[config.mk]
export PLATFORM = sky130hd
export DESIGN_NAME = i2c_register_writer
export DESIGN_NICKNAME = d
export VERILOG_FILES = /design/src/rtl/i2c_register_writer.sv
export SDC_FILE = /design/constraint.sdc
export NUM_CORES = 1
export LEC_CHECK = 0
export CAP_MARGIN = 5
export CORE_MARGIN = 2
export CORE_UTILIZATION = 53
export DETAILED_ROUTE_END_ITERATION = 8
export HOLD_SLACK_MARGIN = 0.08
export PLACE_DENSITY = 0.79
export SYNTH_ARGS = -nofsm -noshare
export SYNTH_HDL_FRONTEND = slang
export SYNTH_SLANG_ARGS = --single-unit
[constraint.sdc]
create_clock -name clk -period 2.25 [get_ports clk]
set_input_delay 0.5625 -clock clk [delete_from_list [all_inputs] [get_ports clk]]
set_output_delay 0.5625 -clock clk [all_outputs]
set_load 0.05 [all_outputs]
[src/rtl/i2c_register_writer.sv]
// I2C register writer: decodes address and pointer bytes from the slave serializer,
// fills a shadow register file, and commits it atomically to the output on stop.
module i2c_register_writer #(
    parameter int unsigned                NUM_REGS    = 2,
    parameter logic [6:0]                 I2C_ADDRESS = 7'h42,
    parameter logic [NUM_REGS*8-1:0]      RESET_VALUE = '0
) (
    input  logic                     clk,
    input  logic                     reset_n,
    input  logic                     start,
    input  logic                     stop,
    input  logic                     wr,
    input  logic [7:0]               write_data,
    output logic [NUM_REGS*8-1:0]    out,
    output logic                     update,
    output logic                     addressed,
    output logic                     overrun
);

    localparam int unsigned OUT_W = NUM_REGS * 8;
    localparam int unsigned PTR_W = 8;

    typedef enum logic [2:0] {
        IDLE    = 3'd0,
        ADDR    = 3'd1,
        POINTER = 3'd2,
        DATA    = 3'd3,
        IGNORE  = 3'd4
    } state_t;

    state_t             r_state;
    state_t             w_state_nxt;
    logic [PTR_W-1:0]   r_ptr;
    logic [PTR_W-1:0]   w_ptr_nxt;
    logic [OUT_W-1:0]   r_shadow;
    logic [OUT_W-1:0]   w_shadow_nxt;
    logic               r_dirty;
    logic               w_dirty_nxt;
    logic [OUT_W-1:0]   r_out;
    logic [OUT_W-1:0]   w_out_nxt;
    logic               r_update;
    logic               w_update_nxt;
    logic               r_addressed;
    logic               w_addressed_nxt;
    logic               r_overrun;
    logic               w_overrun_nxt;
    logic               w_ptr_valid;
    logic               w_addr_match;

    assign w_ptr_valid  = (32'(r_ptr) < NUM_REGS);
    assign w_addr_match = (write_data[7:1] == I2C_ADDRESS) && !write_data[0];

    // State register
    always_ff @(posedge clk or negedge reset_n) begin
        if (!reset_n) begin
            r_state <= IDLE;
        end else begin
            r_state <= w_state_nxt;
        end
    end

    // Next-state and datapath: stop beats start beats wr
    always_comb begin
        w_state_nxt     = r_state;
        w_ptr_nxt       = r_ptr;
        w_shadow_nxt    = r_shadow;
        w_dirty_nxt     = r_dirty;
        w_out_nxt       = r_out;
        w_update_nxt    = 1'b0;
        w_addressed_nxt = r_addressed;
        w_overrun_nxt   = r_overrun;

        if (stop) begin
            if ((r_state == DATA || r_state == POINTER) && r_dirty) begin
                w_out_nxt    = r_shadow;
                w_update_nxt = 1'b1;
            end
            w_dirty_nxt     = 1'b0;
            w_addressed_nxt = 1'b0;
            w_state_nxt     = start ? ADDR : IDLE;
        end else if (start) begin
            // Repeated start keeps shadow contents and dirty for the next stop
            w_state_nxt     = ADDR;
            w_addressed_nxt = 1'b0;
        end else if (wr) begin
            case (r_state)
                ADDR: begin
                    if (w_addr_match) begin
                        w_state_nxt     = POINTER;
                        w_addressed_nxt = 1'b1;
                    end else begin
                        w_state_nxt = IGNORE;
                    end
                end
                POINTER: begin
                    w_ptr_nxt   = write_data;
                    w_state_nxt = DATA;
                end
                DATA: begin
                    if (w_ptr_valid) begin
                        for (int unsigned k = 0; k < NUM_REGS; k++) begin
                            if (32'(r_ptr) == k) begin
                                w_shadow_nxt[k*8 +: 8] = write_data;
                            end
                        end
                        w_dirty_nxt = 1'b1;
                    end else begin
                        w_overrun_nxt = 1'b1;
                    end
                    w_ptr_nxt = r_ptr + 8'd1;
                end
                default: begin
                    w_state_nxt = r_state;
                end
            endcase
        end
    end

    // Datapath and output registers
    always_ff @(posedge clk or negedge reset_n) begin
        if (!reset_n) begin
            r_ptr       <= '0;
            r_shadow    <= RESET_VALUE;
            r_dirty     <= 1'b0;
            r_out       <= RESET_VALUE;
            r_update    <= 1'b0;
            r_addressed <= 1'b0;
            r_overrun   <= 1'b0;
        end else begin
            r_ptr       <= w_ptr_nxt;
            r_shadow    <= w_shadow_nxt;
            r_dirty     <= w_dirty_nxt;
            r_out       <= w_out_nxt;
            r_update    <= w_update_nxt;
            r_addressed <= w_addressed_nxt;
            r_overrun   <= w_overrun_nxt;
        end
    end

    assign out       = r_out;
    assign update    = r_update;
    assign addressed = r_addressed;
    assign overrun   = r_overrun;

endmodule
==> Word-level counts from Yosys, hierarchy flattened <==
Index checks and enable logic that the tools add are counted.
{ "classes": {"bitwise_logic": 3, "mux": 19, "n_lt_le_gt_ge": 1, "n_eq_ne": 6, "reduce_logical": 21, "add_sub_neg": 1} }
{ "op_table": {"columns": ["op", "count"], "rows": [
  ["8-bit one-hot mux with 2 select lines", 1],
  ["1-bit 2-to-1 mux", 13],
  ["3-bit 2-to-1 mux", 4],
  ["6-bit AND reduction", 2],
  ["3-bit nonzero test", 3],
  ["8-bit by 1-bit adder with 8-bit output, second input constant", 1],
  ["8-bit by 1-bit == test with 1-bit output, second input constant", 1],
  ["8-bit zero test", 1],
  ["8-bit by 2-bit less-than comparator with 1-bit output, second input constant", 1],
  ["4-bit AND reduction", 2],
  ["2-bit nonzero test", 4],
  ["7-bit == test, second input constant", 1],
  ["3-bit by 2-bit == test with 1-bit output, second input constant", 2],
  ["3-bit one-hot mux with 2 select lines", 1],
  ["5-bit AND reduction", 1],
  ["2-bit AND reduction", 2],
  ["4-bit nonzero test", 1],
  ["3-bit by 1-bit == test with 1-bit output, second input constant", 1],
  ["1-bit NOT", 3],
  ["3-bit AND reduction", 1],
  ["1-bit logical AND", 2],
  ["2-bit by 1-bit != test with 1-bit output, second input constant", 1],
  ["1-bit zero test", 1],
  ["1-bit logical OR", 1]
]} }
{ "totals": {"reg_bits": 47, "input_bits": 13} }

==> Longest topological paths before layout <==
Gate-level depths: netlist (run 1).
{ "depth": {"depth_word": 7, "mapped_depth": 6} }

==> Least setup slack after synthesis (run 1) <==
No wires, ideal clock.
{ "synth_path": {"path_kind": "reg-to-reg", "startpoint": "register r_ptr[2]", "endpoint": "register r_shadow[15]", "stages_incl_launch_ff": 5, "slack_ns": 0.335, "setup_ns": 0.125, "path_buffers": 0, "arrival_ns": 1.790, "path_cell_list": "dfrtp_1 > or4_4 > nor4_4 > nand4_4 > mux2_4"} }
{ "synth_between": {"elab_chain_len": 2, "elab_cells_between_ends": 3, "cone_classes": "order compare (1); eq/ne (1); reduce/logical (1)"} }
{ "synth_rtl": {"columns": ["item", "line_no", "source"], "rows": [
  ["start, declared", "33", "logic [PTR_W-1:0] r_ptr;"],
  ["start signal, assigned", "130", "r_ptr <= w_ptr_nxt;"],
  ["8-bit by 2-bit less-than comparator with 1-bit output / 8-bit by 1-bit == test with 1-bit output (equally long branches)", "50, 102", null],
  ["6-bit AND reduction (no source line) (*)", null, null],
  ["end signal, assigned", "131", "r_shadow <= w_shadow_nxt;"],
  ["end, declared", "35", "logic [OUT_W-1:0] r_shadow;"]
]} }
Every way passes the cells marked *; elsewhere a longest branch is shown, timed or not.
A chain may end at the register's enable or synchronous reset.

==> Final worst setup path (run 1) <==
{ "layout_path": {"startpoint": "register r_out[5], in the netlist out[5]", "endpoint": "output port out[5]"} }
{ "layout_lines": {"columns": ["item", "line_no", "source"], "rows": [
  ["start, declared", "39", "logic [OUT_W-1:0] r_out;"],
  ["start signal, assigned", "133", "r_out <= w_out_nxt;"],
  ["end, declared", "14", "output logic [NUM_REGS*8-1:0] out,"]
]} }
No word-level cell between the ends.

==> results of run 1 <==
-- synth_stat cells (all sizes together) --
cell type / n
dfrtp: 47
mux2: 32
nor2: 9
nand2: 8
inv: 7
o21ai: 7
a21oi: 6
nand3: 5
a2bb2oi: 4
clkbuf: 4
nand4: 4
ha: 3
nor3: 3
nor4b: 3
a31oi: 2
and3: 2
buf: 2
nor4: 2
o22ai: 2
o31ai: 2
a21o: 1
a32o: 1
a41oi: 1
and2: 1
and3b: 1
and4b: 1
nand3b: 1
o211ai: 1
or2: 1
or3: 1
or4: 1
-- through the flow --
step / utilization / setup TNS, ns / setup slack [ns] / hold WS, ns / cells
6_report: 0.705 / 0 / 0.193 / 0.320 / 258
5_1_grt: 0.705 / 0 / 0.143 / 0.377 / 258
4_1_cts: 0.705 / 0 / 0.194 / 0.346 / 258
3_5_place_dp: 0.680 / -1.31 / -0.103 / 0.479 / 250
3_3_place_gp: 0.680 / -0.0203 / -0.0102 / 0.467 / 250
2_1_floorplan: - / 0 / 0.335 / 0.267 / 165
-- power breakdown --
part | leakage [uW] | internal, uW | switching [uW]
logic | 0.000593 | 37.2 | 42.3
registers | 0.000643 | 846 | 5.67
clock network | 0.0000485 | 223 | 291
total | 0.00128 | 1110 | 339
-- path summary, 6_finish.rpt --
path	startpoint	end	cells past startpoint
worst max-delay path	out[5]	out[5]	1
worst min-delay path	reset_n	r_shadow[13]	2
worst max register to register	r_ptr[2]	r_shadow[15]	5
worst min register to register	overrun	overrun	2
max in group asynchronous	reset_n	out[12]	2
min in group clk	overrun	overrun	2
-- state kept, by name (all words and copies together), names as in the netlist --
register   count
overrun        1
r_ptr          8
r_shadow      16
out           16
r_dirty        1
r_state        3
update         1
addressed      1
-- metal layers --
layer  share of wire  track usage
met2            0.50        0.379
met5               0            0
met4           0.018        0.102
met3           0.046       0.0456
met1            0.43        0.286
-- final cells by class --
cell class              count  area (um^2)
fillers                   274         1100
inverters                   7         26.3
flip-flops and latches     47         1180
clock buffers               5         68.8
multi-input cells         105          877
clock inverters             3         22.5
repair buffers             43          408
well taps                  48         60.1
-- cell usage in the layout (no fill, tap or decap), types with 2 or more instances in the layout --
| cell | n |
|---|---|
| sky130_fd_sc_hd__o22ai_1 | 2 |
| sky130_fd_sc_hd__mux2_4 | 4 |
| sky130_fd_sc_hd__a2bb2oi_1 | 4 |
| sky130_fd_sc_hd__nand2_1 | 8 |
| sky130_fd_sc_hd__nand3_1 | 5 |
| sky130_fd_sc_hd__buf_4 | 11 |
| sky130_fd_sc_hd__mux2_2 | 28 |
| sky130_fd_sc_hd__nand4_1 | 2 |
| sky130_fd_sc_hd__o31ai_1 | 2 |
| sky130_fd_sc_hd__nor3_1 | 3 |
| sky130_fd_sc_hd__nand4_4 | 2 |
| sky130_fd_sc_hd__clkbuf_8 | 5 |
| sky130_fd_sc_hd__a21oi_1 | 6 |
| sky130_fd_sc_hd__ha_1 | 3 |
| sky130_fd_sc_hd__o21ai_0 | 7 |
| sky130_fd_sc_hd__and3_2 | 2 |
| sky130_fd_sc_hd__a31oi_1 | 2 |
| sky130_fd_sc_hd__dfrtp_1 | 47 |
| sky130_fd_sc_hd__nor4b_1 | 2 |
| sky130_fd_sc_hd__nor2_1 | 9 |
| sky130_fd_sc_hd__clkdlybuf4s50_1 | 30 |
| sky130_fd_sc_hd__inv_1 | 7 |
-- logic make-up after synthesis --
group / synth area share
and+or+nand+nor: 0.138
DFF: 0.559
muxes: 0.178
buffers and inverters: 0.0244
AOI/OAI and AO/OA: 0.0826
adders and majority gates: 0.0178
==> impl_metrics.yaml, run 1 <==
timing:
  finalSetupViolations: 0
  achievable-frequency_ghz: 0.486
  final_clock_period_utilization_by_the_worst_path: 0.914
  finalWorstPathRequiredPeriod_ns: 2.06
  hold_violation_total_from_the_final_report: 0
  maxSlewViolCount: 0
  slew-limit-headroom: 0.623
  unrepaired_setup_endpoints_after_global_routing: "no"
  timing_worst_slew_pin_value_ns: 0.565
  fin_worst_skew_ns: 0.00975
placement:
  detailedPlacementHpwl_um: 3200
  post_dp_cell_area_mm2: 0.00255
  gp_congestion: 0.899
  place.port_buffers: 31
clock_tree:
  worstSkewPairLatency_ns: 0.31
  post_cts_hold_buffer_count: 0
  cts_tree: "done"
  clock_tree.root_cell: "sky130_fd_sc_hd__clkbuf_8"
  postCtsSetupRepairBufs: 0
  deepest_clock_path_buffer_count: 2
  htree_num_levels: 2
  numClockSinks: 47
  tritoncts.num_buffers: 5
  cts.reportedPaths.clkPinSlew_ns: 0.09
  cts-resized-gates: 0
yosys:
  synth_cells: 165
  netlist_area_mm2: 0.00210
  syn_area_per_cell_um2: 12.8
  netlist-cell-type-count: 35
  yosysSeqAreaShare: 0.559
  ys_ff_latch: 47
  synth_top_area_share: 0.559
  synth.area.top_cells: "sky130_fd_sc_hd__dfrtp_1 (56%), sky130_fd_sc_hd__mux2_2 (15%), sky130_fd_sc_hd__mux2_4 (2.9%), sky130_fd_sc_hd__nand4_4 (2.0%), sky130_fd_sc_hd__ha_1 (1.8%)"
  yosysTopAreaCell: "sky130_fd_sc_hd__dfrtp_1"
  mappedNetlistNets: 181
  yosys_warns: 0
power:
  fin_total_pwr_uw: 1450
  power_density_mw_per_mm2: 548
  leakage_uw: 0.00128
  max-vdd-ir-drop_v: 0.000429
critical_path:
  startpoint_type: "flip-flop"
  path_buf_inv: 1
  critPathKind: "reg -> out"
  rrSetupSlack_ns: 0.25
  cp_max_fo: 2
  timing.critical_path.slowest_stage_cell: "sky130_fd_sc_hd__clkdlybuf4s50_1"
  crit_arrival_ns: 1.49
  cpLargestDelayFamily: "buffers and inverters"
  worst_ep_required_time_ns: 1.69
  endpoint_type_of_the_worst_setup_path: "output pin"
  critical-path-max-stage-delay_ns: 0.81
  crit_chain: "clkdlybuf4s50_1"
global_route:
  globalRouteTotalUtil: 0.228
  grt_max_degree: 48
  grt_first_pass_wirelength_um: 7490
  globalRouteOverflowTotal: 0
  antenna_found_initial: 0
  vias_in_the_first_global_route: 1530
floorplan:
  die_height_um: 67.0
  rows: 22
  number_of_top_level_design_ports: 32
  die_area_mm2: 0.00449
  die_width_um: 67.0
  std_cell_core_area_mm2: 0.00374
  starting_density: 0.562
hold_path:
  kind_of_path_behind_the_tightest_hold_check: "in -> async"
finish:
  antennaDiodeCount: 0
  area.growth.synth_to_final_pct: 25.4
  layout-drive-gt1-share: 0.290
  final_design_area_no_fill_mm2: 0.00264
  final_net_count: 225
routing:
  dr_total_vias: 1515
  number_of_design_rule_violations_left_after_detail_routing: 0
  drt-pass1-iter-count: 4
  finalWirelength_um: 4390
  avgRoutedWirePerCell_um: 17.0
  drt.antenna.violating_nets: 0
  drt-vias-per-instance: 5.87
  first_iter_violations: 65
outcome:
  result_of_the_run: "complete, no violations"
run:
  cap_viol_max_count: 0
No activity file was read; power rests on OpenSTA's default activity.
==> inputs of run 2 (changes only) <==
--- a/config.mk
+++ b/config.mk
@@ -6,7 +6,7 @@
 export NUM_CORES = 1
 export LEC_CHECK = 0
 export CAP_MARGIN = 5
-export CORE_MARGIN = 2
+export CORE_MARGIN = 4
 export CORE_UTILIZATION = 53
 export DETAILED_ROUTE_END_ITERATION = 8
 export HOLD_SLACK_MARGIN = 0.08
==> impl_metrics.yaml, run 2 (same netlist as run 1, synthesis figures left out) <==
outcome:
  result_of_the_run: "complete, no violations"
routing:
  finalWirelength_um: 4330
  drt-pass1-iter-count: 4
  drt-vias-per-instance: 5.79
  avgRoutedWirePerCell_um: 16.8
  first_iter_violations: 64
  dr_total_vias: 1489
  drt.antenna.violating_nets: 0
  number_of_design_rule_violations_left_after_detail_routing: 0
finish:
  n_fill_cell: 266
  most_used_cells_in_the_layout_excluding_fill_and_tap_cells: "sky130_fd_sc_hd__dfrtp_1 (47), sky130_fd_sc_hd__clkdlybuf4s50_1 (30), sky130_fd_sc_hd__mux2_2 (28)"
  ff_latch_area_mm2: 0.00118
  final_design_area_no_fill_mm2: 0.00266
  antennaDiodeCount: 0
  layout.cells.most_common: "sky130_fd_sc_hd__dfrtp_1"
  final_net_count: 224
  area.growth.synth_to_final_pct: 26.2
  layout-drive-gt1-share: 0.287
  multiInputGateArea_um2: 877
  layout.cells.non_filler: 257
power:
  netSwitchingFraction: 0.215
  clock_power_share: 0.401
  internal-power_uw: 1220
  power_density_mw_per_mm2: 585
  combinationalPowerShare: 0.050
  switching_power_uw: 335
  fin_total_pwr_uw: 1550
  max-vdd-ir-drop_v: 0.000523
  pwr-share-seq: 0.549
  leakage_uw: 0.00129
floorplan:
  die_area_mm2: 0.00504
  die_width_um: 71.0
  number_of_top_level_design_ports: 32
  std_cell_core_area_mm2: 0.00374
  die_height_um: 71.0
  starting_density: 0.562
  rows: 22
clock_tree:
  clock_tree.root_cell: "sky130_fd_sc_hd__clkbuf_8"
  cts_tree: "done"
  numClockSinks: 47
  htree_num_levels: 2
  postCtsSetupRepairBufs: 0
  post_cts_hold_buffer_count: 0
  cts.reportedPaths.clkPinSlew_ns: 0.09
  worstSkewPairLatency_ns: 0.30
  cts-resized-gates: 0
  tritoncts.num_buffers: 5
  deepest_clock_path_buffer_count: 2
timing:
  timing_worst_slew_pin_value_ns: 0.575
  unrepaired_setup_endpoints_after_global_routing: "no"
  finalHoldWorstSlack_ns: 0.332
  hold_violation_total_from_the_final_report: 0
  fin_tns_setup_ns: 0
  achievable-frequency_ghz: 0.490
  finalSetupViolations: 0
  maxSlewViolCount: 0
  final_clock_period_utilization_by_the_worst_path: 0.907
  fin_worst_skew_ns: 0.00962
  slew-limit-headroom: 0.617
  finalWorstPathRequiredPeriod_ns: 2.04
critical_path:
  endpoint_type_of_the_worst_setup_path: "flip-flop"
  critPathKind: "reg -> reg"
  startpoint_type: "flip-flop"
  reg2reg_from: "r_ptr[2]"
  worst_ep_required_time_ns: 2.43
  crit_arrival_ns: 2.23
  worst_setup_path_startpoint: "r_ptr[2]"
  cp_max_fo: 8
placement:
  post_dp_cell_area_mm2: 0.00254
  gp_congestion: 0.889
  place.port_buffers: 31
  placed_cells: 249
  detailedPlacementHpwl_um: 3190
global_route:
  grt_first_pass_wirelength_um: 7530
  globalRouteOverflowTotal: 0
  globalRouteTotalUtil: 0.189
  antenna_found_initial: 0
  grt_max_degree: 48
  vias_in_the_first_global_route: 1616
hold_path:
  kind_of_path_behind_the_tightest_hold_check: "in -> async"
run:
  cap_viol_max_count: 0
## run 2: cell count changes in the layout (fill, tap and decap cells not counted), sizes merged
cell / change
clkinv: -1
bufinv: +1
buf: -1
## run 2: worst paths after layout
kind                       slack, ns  cells past startpoint            to
setup reg to reg                0.21                      5  r_shadow[15]
hold / removal                  0.33                      2        out[5]
max in group asynchronous       1.52                      2      r_ptr[7]
hold reg to reg                 0.49                      2       overrun
min in group clk                0.49                      2       overrun
setup / recovery                0.21                      5  r_shadow[15]
## run 2: layout make-up
class                           instances  area share
Clock buffer                            5      0.0259
Clock inverter                          3      0.0179
Inverter                                7     0.00989
Multi-Input combinational cell        105       0.330
Sequential cell                        47       0.443
Tap cell                               48      0.0226
Timing Repair Buffer                   42       0.151
## run 2: power groups by stage
stage | Combinational (uW) | Clock, uW | Sequential, uW
final | 77.8 | 624 | 852
after global routing | 86.6 | 667 | 853
after detailed placement | 79.0 | 0 | 869
after global placement | 75.4 | 0 | 868
after floorplan | 19.8 | 0 | 865
after CTS | 79.6 | 638 | 852
## run 2: critical path: stages, from the launching register on
cell and delay, ns:
sky130_fd_sc_hd__dfrtp_1 0.44, sky130_fd_sc_hd__or4_4 0.57, sky130_fd_sc_hd__nor4_4 0.15, sky130_fd_sc_hd__buf_4 0.20
sky130_fd_sc_hd__nand4_4 0.22, sky130_fd_sc_hd__mux2_4 0.35
## run 2: stage by stage
step                      utilization  worst slack, ns
after floorplan                     -            0.335
after global placement          0.678         -0.00413
after detailed placement        0.678          -0.0869
after CTS                       0.710            0.200
after global routing            0.710            0.121
final                           0.710            0.209
## run 2: layer usage
layer  share of wire  global-route usage  vias up
met5               0                   0        -
met4           0.012              0.0668        0
met3           0.045              0.0412        7
met2            0.51               0.326       43
met1            0.43               0.235      747
li1                -                   -      692
